[config.mk]
export PLATFORM = sky130hd
export DESIGN_NAME = eth_rx_da_filter
export DESIGN_NICKNAME = d
export VERILOG_FILES = /design/src/rtl/eth_rx_pkg.sv /design/src/rtl/rx_axis_skid.sv /design/src/rtl/eth_rx_da_filter.sv
export SDC_FILE = /design/constraint.sdc
export NUM_CORES = 1
export LEC_CHECK = 0
export ABC_CLOCK_PERIOD_IN_PS = 2860
export CAP_MARGIN = 0
export CORE_MARGIN = 8
export CORE_UTILIZATION = 45
export CTS_CLUSTER_DIAMETER = 80
export DETAILED_ROUTE_END_ITERATION = 6
export GPL_TIMING_DRIVEN = 1
export PLACE_DENSITY = 0.76
export SYNTH_ARGS = -nofsm -noshare
export SYNTH_HDL_FRONTEND = slang
export SYNTH_HIERARCHICAL = 1
export SYNTH_SLANG_ARGS = --single-unit
[constraint.sdc]
create_clock -name Clk156M25 -period 2.86 [get_ports Clk156M25]
set_input_delay 0.858 -clock Clk156M25 [delete_from_list [all_inputs] [get_ports Clk156M25]]
set_output_delay 0.858 -clock Clk156M25 [all_outputs]
set_load 0.01 [all_outputs]
[src/rtl/eth_rx_pkg.sv]
// ----------------------------------------------------------------------------
// eth_rx_pkg
// Shared definitions for the 10G MAC receive path: broadcast address,
// one-hot state bit positions and the DA filter state encoding.
// No ports (package).
// ----------------------------------------------------------------------------
package eth_rx_pkg;

    localparam logic [47:0] BCAST_MAC = 48'hFFFF_FFFF_FFFF;

    // One-hot bit positions of the filter state register
    localparam int HEAD  = 0;
    localparam int PASS  = 1;
    localparam int DROP  = 2;
    localparam int DRAIN = 3;

    // Skid entry: {last, keep[7:0], data[63:0]}
    localparam int SKID_W = 73;

    typedef enum logic [3:0] {
        StHead  = 4'(1 << HEAD),
        StPass  = 4'(1 << PASS),
        StDrop  = 4'(1 << DROP),
        StDrain = 4'(1 << DRAIN)
    } rxFiltState_t;

endpackage

[src/rtl/rx_axis_skid.sv]
// ----------------------------------------------------------------------------
// rx_axis_skid
// Two-entry AXI-Stream skid buffer with registered input ready. Output is
// driven straight from the storage registers, so a written beat appears on
// outValid one cycle after it is accepted and stays put while stalled.
// Ports:
//   Clk156M25, RstMac_n      clock, async active-low reset
//   inData/inValid/inReady   upstream side (inReady is a flop)
//   outData/outValid/outReady downstream side
// ----------------------------------------------------------------------------
module rx_axis_skid #(
    parameter int W = 73
) (
    input  logic         Clk156M25,
    input  logic         RstMac_n,
    input  logic [W-1:0] inData,
    input  logic         inValid,
    output logic         inReady,
    output logic [W-1:0] outData,
    output logic         outValid,
    input  logic         outReady
);

    logic [W-1:0] mem [2];
    logic         wrPtr;
    logic         rdPtr;
    logic [1:0]   count;
    logic [1:0]   countNext;
    logic         readyReg;
    logic         push;
    logic         pop;

    assign push      = inValid & readyReg;
    assign pop       = outValid & outReady;
    assign countNext = count + {1'b0, push} - {1'b0, pop};

    always_ff @(posedge Clk156M25 or negedge RstMac_n) begin
        if (!RstMac_n) begin
            mem[0]   <= '0;
            mem[1]   <= '0;
            wrPtr    <= 1'b0;
            rdPtr    <= 1'b0;
            count    <= 2'd0;
            readyReg <= 1'b0;
        end else begin
            if (push) begin
                mem[wrPtr] <= inData;
                wrPtr      <= ~wrPtr;
            end
            if (pop) begin
                rdPtr <= ~rdPtr;
            end
            count    <= countNext;
            // Ready looks at the occupancy after this edge, so it can drop
            // the same cycle the second entry fills.
            readyReg <= (countNext != 2'd2);
        end
    end

    assign inReady  = readyReg;
    assign outData  = mem[rdPtr];
    assign outValid = (count != 2'd0);

endmodule

[src/rtl/eth_rx_da_filter.sv]
// ----------------------------------------------------------------------------
// eth_rx_da_filter
// Destination-address filter and length guard on the 10G MAC receive
// AXI-Stream. The DA is judged on the first beat; matching frames are
// forwarded, others discarded whole. Frames longer than MAX_BEATS are cut
// with a forced tlast and the tail is discarded.
// Build option: RX_DA_FILT_CNT_EN builds the pass/drop/trunc frame counters
// and CntClr; without it the counter outputs are constant zero.
// Ports:
//   Clk156M25, RstMac_n          clock, async active-low reset
//   FiltEn, LocalMac             quasi-static filter configuration
//   s_axis_*                     MAC receive stream in
//   m_axis_*                     filtered stream out (via 2-entry skid)
//   CntClr                       synchronous counter clear
//   PassPkg_Cnt/DropPkg_Cnt/TruncPkg_Cnt  frame counters
// ----------------------------------------------------------------------------
module eth_rx_da_filter
    import eth_rx_pkg::*;
#(
    parameter int MAX_BEATS    = 191,
    parameter int ACCEPT_MCAST = 1
) (
    input  logic        Clk156M25,
    input  logic        RstMac_n,
    input  logic        FiltEn,
    input  logic [47:0] LocalMac,
    input  logic [63:0] s_axis_tdata,
    input  logic [7:0]  s_axis_tkeep,
    input  logic        s_axis_tvalid,
    input  logic        s_axis_tlast,
    output logic        s_axis_tready,
    output logic [63:0] m_axis_tdata,
    output logic [7:0]  m_axis_tkeep,
    output logic        m_axis_tvalid,
    output logic        m_axis_tlast,
    input  logic        m_axis_tready,
    input  logic        CntClr,
    output logic [31:0] PassPkg_Cnt,
    output logic [31:0] DropPkg_Cnt,
    output logic [31:0] TruncPkg_Cnt
);

    // state   | meaning
    // StHead  | waiting for the first beat; decision taken on it
    // StPass  | forwarding an accepted frame, counting beats
    // StDrop  | discarding the rest of a rejected frame
    // StDrain | discarding the tail of a truncated frame
    rxFiltState_t state, stateNext;

    logic [11:0] beatCnt, beatCntNext;
    logic [47:0] da;
    logic        daOk;
    logic        accBeat;
    logic        push;
    logic        pushLast;
    logic        incPass, incDrop, incTrunc;
    logic        skidReady;
    logic        discarding;

    localparam logic MCAST_EN = (ACCEPT_MCAST != 0);

    assign da = {s_axis_tdata[7:0],   s_axis_tdata[15:8],  s_axis_tdata[23:16],
                 s_axis_tdata[31:24], s_axis_tdata[39:32], s_axis_tdata[47:40]};

    assign daOk = !FiltEn || (da == LocalMac) || (da == BCAST_MAC) ||
                  (MCAST_EN && s_axis_tdata[0]);

    assign discarding    = (state == StDrop) || (state == StDrain);
    assign s_axis_tready = discarding ? 1'b1 : skidReady;
    assign accBeat       = s_axis_tvalid & s_axis_tready;

    always_ff @(posedge Clk156M25 or negedge RstMac_n) begin
        if (!RstMac_n) begin
            state   <= StHead;
            beatCnt <= 12'd0;
        end else begin
            state   <= stateNext;
            beatCnt <= beatCntNext;
        end
    end

    always_comb begin
        stateNext   = state;
        beatCntNext = beatCnt;
        push        = 1'b0;
        pushLast    = s_axis_tlast;
        incPass     = 1'b0;
        incDrop     = 1'b0;
        incTrunc    = 1'b0;
        unique case (state)
            StHead: begin
                beatCntNext = 12'd0;
                if (accBeat) begin
                    if (daOk) begin
                        push = 1'b1;
                        if (s_axis_tlast) begin
                            incPass = 1'b1;
                        end else begin
                            beatCntNext = 12'd1;
                            stateNext   = StPass;
                        end
                    end else begin
                        incDrop = 1'b1;
                        if (!s_axis_tlast) stateNext = StDrop;
                    end
                end
            end
            StPass: begin
                if (accBeat) begin
                    push        = 1'b1;
                    beatCntNext = beatCnt + 12'd1;
                    if (s_axis_tlast) begin
                        incPass   = 1'b1;
                        stateNext = StHead;
                    end else if (beatCnt == 12'(MAX_BEATS - 1)) begin
                        pushLast  = 1'b1;
                        incPass   = 1'b1;
                        incTrunc  = 1'b1;
                        stateNext = StDrain;
                    end
                end
            end
            StDrop, StDrain: begin
                if (accBeat && s_axis_tlast) stateNext = StHead;
            end
            default: stateNext = StHead;
        endcase
    end

    rx_axis_skid #(.W(SKID_W)) uSkid (
        .Clk156M25 (Clk156M25),
        .RstMac_n  (RstMac_n),
        .inData    ({pushLast, s_axis_tkeep, s_axis_tdata}),
        .inValid   (push),
        .inReady   (skidReady),
        .outData   ({m_axis_tlast, m_axis_tkeep, m_axis_tdata}),
        .outValid  (m_axis_tvalid),
        .outReady  (m_axis_tready)
    );

`ifdef RX_DA_FILT_CNT_EN
    always_ff @(posedge Clk156M25 or negedge RstMac_n) begin
        if (!RstMac_n) begin
            PassPkg_Cnt  <= 32'h0;
            DropPkg_Cnt  <= 32'h0;
            TruncPkg_Cnt <= 32'h0;
        end else if (CntClr) begin
            PassPkg_Cnt  <= 32'h0;
            DropPkg_Cnt  <= 32'h0;
            TruncPkg_Cnt <= 32'h0;
        end else begin
            if (incPass)  PassPkg_Cnt  <= PassPkg_Cnt + 32'h1;
            if (incDrop)  DropPkg_Cnt  <= DropPkg_Cnt + 32'h1;
            if (incTrunc) TruncPkg_Cnt <= TruncPkg_Cnt + 32'h1;
        end
    end
`else
    logic unusedCntSig;
    assign unusedCntSig  = ^{CntClr, incPass, incDrop, incTrunc};
    assign PassPkg_Cnt   = 32'h0;
    assign DropPkg_Cnt   = 32'h0;
    assign TruncPkg_Cnt  = 32'h0;
`endif

endmodule

==> impl_metrics.csv <==
group,metric,value,unit
status,status,"finished clean",
synthesis,yosys_warnings,6,
worst_setup_path,startpoint_type,"primary input",
route,wire_per_inst,18.6,um
route,firstDrtPassIters,3,
placed_design,dp_hpwl,15900,um
sta,fin_crit,2.85,ns
global_routing,grt_pass1_wl,34900,um
synthesis,synth_flop_cell,"dfrtp_1",
floorplanning,core_area,0.0193,mm^2
synthesis,synthAdderAreaFrac,0.571,%
placed_design,portBuffers,200,
synthesis,synth_compound_area_share,2.01,%
synthesis,ys_ff_latch,167,
placed_design,dp.cells,1169,
worst_setup_path,end_kind,"register",
placed_design,gp_congestion,0.747,
sta,setup_violations,0,
global_routing,grt.overflow.total,0,
sta,hold_violations,0,
synthesis,yosysSeqAreaShare,47.7,%
sta,fin_hold_ws,0.350,ns
synthesis,netlist_top_cells_area,"dfrtp_1 (47%), mux2_2 (28%), buf_4 (8.2%)",
route,top_layer_used,"met4",
synthesis,synth_xor_area_share,6.29,%
route,drc,0,
route,vias_per_cell,4.68,
global_routing,grt_pass1_vias,6377,
worst_setup_path,crit_type,"in2reg",
sta,fin_ws,0.0102,ns
route,m1WireLength,8840,um
worst_setup_path,rrSetupSlack,0.39,ns
synthesis,synth_edf_count,0,
synthesis,synth_area,0.00877,mm^2
final_layout,area_growth,38.1,%
clocking,cts_inserted_buffers,17,
synthesis,yosysTopAreaCellShare,47.4,%
clocking,clkTransAtPathRegs,0.07,ns
sta,slew_violations,0,
route,drtIter0Drc,182,
synthesis,synth_cells,659,
floorplanning,die_w,156,um
clocking,clock-sinks,167,
global_routing,antenna_found_initial,1,
flow_run,maxCapViolations,0,
final_layout,nNetsFinal,1077,
power,max-vdd-ir-drop,495,uV
worst_setup_path,critPathMaxFanout,8,
synthesis,synth-simple-area-share,4.09,%
floorplanning,rows,51,
floorplanning,ios,298,
clocking,cts_tree,"built",
global_routing,track_usage,18.7,%
final_layout,fin_cells,1225,
route,routed_wl,22800,um
sta,tns,0,ns
clocking,ctsHoldBuffers,0,
clocking,htreeDepth,4,
synthesis,synthTopCellsByCount,"mux2_2 (219), dfrtp_1 (166), buf_4 (96)",
worst_setup_path,r2r_end,"uSkid/mem[111]",
synthesis,syn_area_per_cell,13.3,um^2
worst_setup_path,required,3.16,ns
sta,finalCritPeriodShare,99.6,%
worst_hold_path,hold_class,"in2async",
clocking,cts_buffer_depth,2,
worst_setup_path,reg2reg_depth,10,
sta,fin_skew,0.00905,ns
floorplanning,initial_core_util,45.5,%
final_layout,nFillCells,1573,
synthesis,synth_top_cell_by_area,"dfrtp_1",
route,met3_length,1870,um
floorplanning,die-area,0.0242,mm^2
power,p_leak,5.64,nW
final_layout,multi_input_area,0.00423,mm^2
sta,max_freq,0.351,GHz
synthesis,synth_cell_types,47,
route,met2_length,11800,um
route,ant_nets,0,
worst_setup_path,arrival,3.15,ns
synthesis,yosysMostFrequentCell,"mux2_2",
final_layout,regArea,0.00418,mm^2
sta,rsz0062_at_grt,"yes",
synthesis,synth_top_family_by_area,"multiplexers",
route,vias,5737,
power,power-per-cell-area,963,mW/mm^2
placed_design,dp_worst_setup_slack,-1.15,ns
floorplanning,die_h,156,um
global_routing,grt_max_degree,59,
final_layout,layout-drive-gt1-share,44.7,%
final_layout,fin_area,0.0121,mm^2
clocking,cts-root-buf,"clkbuf_16",
worst_setup_path,reg2reg_from,"state[3]",
placed_design,place_area,0.0111,mm^2
clocking,clk_latency,0.42,ns
synthesis,synthArstFlopShare,100,%
synthesis,synthMuxAreaShare,28.2,%
## flip-flops by register name, summed over array words and instances (netlist names)
signal and count:
beatCnt 12, state 4, uSkid/count 2, uSkid/inReady 1
uSkid/mem 146, uSkid/rdPtr 1, uSkid/wrPtr 1
## worst max-delay path: stages
cell           delay, ns
dlygate4sd2_1       0.26
xnor2_1             0.14
nand4_1             0.22
nor4_4              0.37
a311oi_4            0.15
o21ai_1             0.14
buf_4               0.13
nand3b_1            0.12
buf_6               0.18
buf_12              0.14
buf_16              0.15
mux2_4              0.29
## worst max path at each step
stage,start,endpoint,slack [ns],depth (start not counted)
6_report,LocalMac[35],uSkid/mem[111],0.01,12
5_1_grt,s_axis_tdata[38],uSkid/mem[111],-0.09,13
4_1_cts,s_axis_tdata[4],state[2],-0.01,15
3_5_place_dp,s_axis_tdata[4],uSkid/mem[94],-1.15,11
3_3_place_gp,s_axis_tdata[4],uSkid/mem[128],-1.10,11
2_1_floorplan,LocalMac[17],uSkid/mem[10],0.19,8
## kinds of logic after synthesis
group | Yosys count
xor gates and xnor gates | 63
muxes | 220
DFF | 167
and+or+nand+nor | 60
AOI/OAI and AO/OA | 18
other | 1
buffers and inverters | 126
adders and majority gates | 4
## timing repair
action | CTS | global route
pin swaps | 32 | 48
setup endpoints to repair | 214 | 158
cloned | 9 | 2
resized for setup | 226 | 115
buffers inserted | 14 | 2
## per-stage QoR
stage               utilization (%)  power, W
floorplan                         -   0.00719
global placement               57.7   0.00956
detailed placement             57.7   0.00969
CTS                            62.6    0.0117
global route                   62.8    0.0124
finish                         62.8    0.0117
## final cells by class
class / instances / share of cell area [%]
flip-flops and latches: 167 / 34.5
multi-input cells: 461 / 34.9
repair buffers: 293 / 23.0
clock inverters: 13 / 1.00
clock buffers: 18 / 3.54
diodes: 2 / 0.0413
well taps: 265 / 2.74
inverters: 6 / 0.186
## layer usage
layer / vias up / GRT usage (%)
li1: 2698 / -
met1: 2841 / 21.2
met2: 174 / 32.5
met3: 24 / 6.73
met4: 0 / 5.13
met5: - / 0
## report_power, final
part | internal [W] | switching, W
clock | 0.00120 | 0.000955
sequential | 0.00348 | 0.000563
combinational | 0.00323 | 0.00224
## placed cells by master, fill, tap and decap left out, types with 3 or more instances in the layout
cell type        synthesis  routed
nand3_1                  5       5
nor2_2                   4       4
nor2_1                  10      10
mux2_4                   0       4
buf_16                   0       8
nand2b_1                 3       3
dlygate4sd2_1            0      86
buf_6                    8       9
xnor2_1                 55      32
clkbuf_2                 0      32
conb_1                   1      96
or2_2                    3       3
nand4_1                 15      15
clkinv_2                 0       3
xnor2_2                  0      23
ha_1                     4       3
buf_12                   0       9
buf_2                    9       3
nand2_1                  4       4
inv_6                    0       4
inv_1                    6       6
clkbuf_16                0      19
xor2_1                   8       8
buf_4                   96      68
dfrtp_1                166     165
mux2_2                 219     215
clkdlybuf4s50_1          0      37
clkinv_4                 0       3
dlymetal6s2s_1           0       4
clkdlybuf4s15_1          0      33
Note: power is estimated with default switching activity, not from simulation.
